===== src/rtl/btn_pkg.sv =====
// Shared defaults and sizing helpers for the push-button conditioner.
package btn_pkg;

    localparam int N_BTN_DEF          = 4;
    localparam bit ACTIVE_LOW_DEF     = 1'b1;
    localparam int TICK_DIV_DEF       = 1000;
    localparam int DEBOUNCE_TICKS_DEF = 16;

    // Channel counter width: holds 0..DEBOUNCE_TICKS-1 with a spare bit.
    function automatic int cnt_width(input int ticks);
        return $clog2(ticks) + 1;
    endfunction

    // Prescaler width; a divide-by-one still needs one bit of storage.
    function automatic int pcnt_width(input int div);
        return (div > 1) ? $clog2(div) : 1;
    endfunction

endpackage


===== src/rtl/btn_debounce_ch.sv =====
// One button channel: 2-flop synchronizer, tick-based debounce counter,
// registered press/release pulses and a sticky press flag.
//
// `raw` is already polarity-normalised (1 = pressed).
// The release pulse port is named `rel` because `release` is a reserved word.
module btn_debounce_ch
    import btn_pkg::*;
#(
    parameter int DEBOUNCE_TICKS = DEBOUNCE_TICKS_DEF
) (
    input  logic clk,
    input  logic reset,
    input  logic raw,
    input  logic tick,
    input  logic clr,
    output logic level,
    output logic press,
    output logic rel,
    output logic latched
);

    localparam int CNT_W = cnt_width(DEBOUNCE_TICKS);

    logic             s1;
    logic             s2;
    logic [CNT_W-1:0] cnt;
    logic [CNT_W-1:0] cnt_next;
    logic             st_next;
    logic             press_next;
    logic             rel_next;

    // Two-flop synchronizer for the asynchronous pin.
    always_ff @(posedge clk or posedge reset) begin
        if (reset) begin
            s1 <= 1'b0;
            s2 <= 1'b0;
        end else begin
            s1 <= raw;
            s2 <= s1;
        end
    end

    // Debounce decision: any agreement restarts the count, otherwise count ticks.
    always_comb begin
        cnt_next   = cnt;
        st_next    = level;
        press_next = 1'b0;
        rel_next   = 1'b0;
        if (s2 == level) begin
            cnt_next = '0;
        end else if (tick) begin
            if (cnt == CNT_W'(DEBOUNCE_TICKS - 1)) begin
                cnt_next   = '0;
                st_next    = s2;
                press_next = s2;
                rel_next   = ~s2;
            end else begin
                cnt_next = cnt + CNT_W'(1);
            end
        end
    end

    // State, pulses and sticky flag; a press wins over a same-cycle clear.
    always_ff @(posedge clk or posedge reset) begin
        if (reset) begin
            cnt     <= '0;
            level   <= 1'b0;
            press   <= 1'b0;
            rel     <= 1'b0;
            latched <= 1'b0;
        end else begin
            cnt     <= cnt_next;
            level   <= st_next;
            press   <= press_next;
            rel     <= rel_next;
            latched <= (latched & ~clr) | press_next;
        end
    end

endmodule


===== src/rtl/btn_conditioner.sv =====
// Push-button conditioner feeding the CPU core's btn input: polarity
// normalisation, shared debounce prescaler and N independent channels.
module btn_conditioner
    import btn_pkg::*;
#(
    parameter int N_BTN          = N_BTN_DEF,
    parameter bit ACTIVE_LOW     = ACTIVE_LOW_DEF,
    parameter int TICK_DIV       = TICK_DIV_DEF,
    parameter int DEBOUNCE_TICKS = DEBOUNCE_TICKS_DEF
) (
    input  logic             clk,
    input  logic             reset,
    input  logic [N_BTN-1:0] btn_raw,
    input  logic [N_BTN-1:0] btn_clr,
    output logic [N_BTN-1:0] btn_level,
    output logic [N_BTN-1:0] btn_press,
    output logic [N_BTN-1:0] btn_release,
    output logic [N_BTN-1:0] btn_latched
);

    localparam int PW = pcnt_width(TICK_DIV);

    logic [PW-1:0]    pcnt;
    logic             tick;
    logic [N_BTN-1:0] btn_n;

    assign tick  = (pcnt == PW'(TICK_DIV - 1));
    assign btn_n = btn_raw ^ {N_BTN{ACTIVE_LOW}};

    // Free-running sample-tick prescaler shared by every channel.
    always_ff @(posedge clk or posedge reset) begin
        if (reset) begin
            pcnt <= '0;
        end else if (tick) begin
            pcnt <= '0;
        end else begin
            pcnt <= pcnt + PW'(1);
        end
    end

    for (genvar i = 0; i < N_BTN; i++) begin : g_ch
        btn_debounce_ch #(
            .DEBOUNCE_TICKS(DEBOUNCE_TICKS)
        ) u_ch (
            .clk    (clk),
            .reset  (reset),
            .raw    (btn_n[i]),
            .tick   (tick),
            .clr    (btn_clr[i]),
            .level  (btn_level[i]),
            .press  (btn_press[i]),
            .rel    (btn_release[i]),
            .latched(btn_latched[i])
        );
    end

endmodule


===== config.mk =====
export PLATFORM = sky130hd
export DESIGN_NAME = btn_conditioner
export DESIGN_NICKNAME = d
export VERILOG_FILES = /design/src/rtl/btn_pkg.sv /design/src/rtl/btn_debounce_ch.sv /design/src/rtl/btn_conditioner.sv
export SDC_FILE = /design/constraint.sdc
export NUM_CORES = 1
export LEC_CHECK = 0
export CAP_MARGIN = 20
export CORE_UTILIZATION = 56
export CTS_CLUSTER_SIZE = 10
export DETAILED_ROUTE_END_ITERATION = 8
export PLACE_DENSITY = 0.79
export SYNTH_ARGS = -nofsm -noshare
export SYNTH_HDL_FRONTEND = slang
export SYNTH_SLANG_ARGS = --single-unit

===== constraint.sdc =====
create_clock -name clk -period 2.2 [get_ports clk]
set_clock_uncertainty 0.15 [all_clocks]
set_input_delay 0.55 -clock clk [delete_from_list [all_inputs] [get_ports clk]]
set_output_delay 0.55 -clock clk [all_outputs]
set_load 0.01 [all_outputs]

==> results.md <==
- Crit end category: output port
- Via count: 1635
- Worst reg2reg path startpoint: pcnt[0]
- Post-synth ARST share: 100%
- Crit-path cells: clkdlybuf4s50_1
- Max clock buf depth: 2
- Synth-to-layout area growth: 14.0%
- Largest net degree at the start of global routing: 55
- CTS Root Buffer Type: clkbuf_8
- CTS tree: built
- CP Launch Type: flip-flop
- Top-level I/O count: 26
- Critical path arrival: 1370 ps
- CP delay by family, top: buffers and inverters
- Hpwl dp: 2530 µm
- Worst reg2reg path depth: 5
- GP Congestion: 0.822
- Setup TNS: 0 ps
- Fill cell count: 320
- Clock-pin slew on the worst setup and hold paths: 100 ps
- Cell Area, Synth: 2440 µm²
- Most frequent cells in the layout: 54 x dfrtp_1, 25 x clkdlybuf4s50_1, 24 x nand2_1
- Slew @ Worst Pin: 364 ps
- Slowest CP cell: clkdlybuf4s50_1
- Fin crit period: 2070 ps
- RSZ-0062 raised after global routing: no
- Register area share after synthesis: 55.4%
- Dominant synthesized flop cell: dfrtp_1
- Reg area: 1350 µm²
- # port buffers: 25
- Critical R2R Capture: g_ch[1].u_ch.cnt[3]
- VDD IR max: 0.000440 V
- Hold wc startpoint: g_ch[2].u_ch.s1
- Syn Nets: 243
- Final Hold Fails: 0
- Worst rel slew slack: 75.5%
- First-pass GRT wire length: 6240 µm
- EDFF count, synth: 0
- Synth unique cells: 37
- Slowest stage delay, CP: 580 ps
- Core area: 4090 µm²
- Worst Path Max Fanout: 7
- Initial Util: 59.7%
- Post-CTS Setup Inserts: 0
- First-pass iteration count of the detailed router: 4
- Worst path required time: 1500 ps
- Synth warn: 0
- Final WL: 3750 µm
- Skew-Pair Late Insertion Delay: 310 ps
- Flops & latches, synth: 54
- GR Util All Layers: 18.4%
- Fin. max-slew vios: 0
- Synthesized instance count: 228
- Hold Path Class: flip-flop to flip-flop
- Final worst setup slack: 131 ps
- GR Overflow Total: 0
- ANT nets after route: 0
- R2R Setup Slk: 200 ps
- H-tree depth: 2
- FP Rows: 23
- Mean Syn Cell Area: 10.7 µm²
- Wirelength per Cell: 12.7 µm
- Die Wd: 68.0 µm
- Number of buffer and inverter stages on the critical path: 1
- FMAX: 483 MHz
- Vias in the first global route: 1413
- Worst Hold Depth: 0
- Largest cells by area after synthesis: dfrtp_1 55%, buf_4 4.9%, nand2_1 3.7%
- Layout Nets: 260
- Die area: 4620 µm²
- Die Span Y: 68.0 µm
- Clk sinks: 54
- Share of cells above drive strength 1: 12.2%
- Period Utilization, post-route: 94.0%
- DRC Markers: 0
- Pleak: 0.00129 µW
- Hold EP: g_ch[2].u_ch.s2
- Area of the multi-input gates: 892 µm²
- # setup viols final: 0
- Initial antenna violation count: 0
- Status: finished clean
- Pwr/cell area: 618 nW/µm²
- Antenna cells: 0
- Critical path class: flip-flop to output port
- Commonest non-fill, non-tap cell in the layout: dfrtp_1
- Yosys top cell area share: 55.4%
- Synth area leader: dfrtp_1
- Mean number of vias per cell: 5.52
- Max-cap violations: 0
- Dpl ws: 113 ps
- Initial drt markers: 98
- Number of buffers created by CTS: 5
[stage by stage]
stage	instances	util [%]	power [µW]	area, µm²	hold WS [ps]
final	296	68.0	1720	2780	205
after global placement	288	65.1	1080	2660	182
after CTS	296	67.9	1740	2780	210
after floorplan	228	-	1050	2440	181
after global routing	296	68.0	1780	2780	212
after detailed placement	288	65.1	1080	2660	188
[cells by family after synthesis]
| logic type | synth area share (%) |
|---|---|
| flops | 55.4 |
| fa+ha+maj | 2.57 |
| simple gates | 16.0 |
| xor+xnor | 4.67 |
| buf+inv | 8.21 |
| compound gates | 10.9 |
| mux | 2.31 |
[worst register-to-register path, cell delays in order (launching register included)]
cell      delay, ps
dfrtp_1         400
ha_1            240
nand4b_1        140
or3_4           420
or4_1           520
o21ai_1          80
[Yosys cell counts, types with 2 or more instances]
master,number
o21ai_0,4
or4_1,2
inv_1,14
a31o_2,4
a21oi_1,14
xnor2_1,5
clkbuf_1,3
nor3_1,4
or3_1,5
a32o_1,2
or2_2,3
ha_1,5
nand2_1,24
dfrtp_1,54
o211a_1,4
xor2_1,8
and3_1,2
nand3_1,11
o32ai_1,4
nor2_1,17
buf_4,16
mux2_2,5
nor3b_1,4
[flip-flops by register name, summed over array words and instances, names as in the netlist]
name               count
g_ch.u_ch.level        4
g_ch.u_ch.rel          4
g_ch.u_ch.press        4
g_ch.u_ch.cnt         20
g_ch.u_ch.latched      4
g_ch.u_ch.s2           4
g_ch.u_ch.s1           4
pcnt                  10
[how the worst max path moves through the flow]
| stage | depth (start not counted) | startpoint | end | slack [ps] |
|---|---|---|---|---|
| 6_report | 1 | g_ch[1].u_ch.level | btn_level[1] | 130 |
| 5_1_grt | 1 | g_ch[1].u_ch.level | btn_level[1] | 60 |
| 4_1_cts | 5 | pcnt[0] | g_ch[1].u_ch.cnt[3] | 100 |
| 3_5_place_dp | 5 | pcnt[0] | g_ch[1].u_ch.cnt[3] | 110 |
| 3_3_place_gp | 5 | pcnt[0] | g_ch[1].u_ch.cnt[3] | 170 |
| 2_1_floorplan | 1 | reset | g_ch[0].u_ch.cnt[0] | 190 |
[layer usage]
layer / vias to the layer above / GRT usage (%) / share of wire [%]
met5: - / 0 / 0
met2: 35 / 27.8 / 46
met1: 793 / 24.7 / 47
met3: 6 / 5.33 / 4.6
li1: 801 / - / -
met4: 0 / 7.81 / 1.7
[report_power, final]
part / internal, µW / switching [µW]
registers: 999 / 6.94
logic: 23.5 / 32.1
clock network: 338 / 317
[cell type report]
| cell class | instances | share of cell area (%) |
|---|---|---|
| flip-flops and latches | 54 | 48.6 |
| repair buffers | 31 | 11.1 |
| multi-input cells | 139 | 32.1 |
| clock buffers | 5 | 2.48 |
| clock inverters | 3 | 1.62 |
| well taps | 50 | 2.25 |
| inverters | 14 | 1.89 |
[repair_timing]
action | in CTS | in global routing
hold buffers | 0 | 0
gates resized for setup | 0 | 1
endpoints found under the setup margin | 0 | 2
endpoints found under the hold margin | 0 | 0
Note: power is estimated with default switching activity, not from simulation.
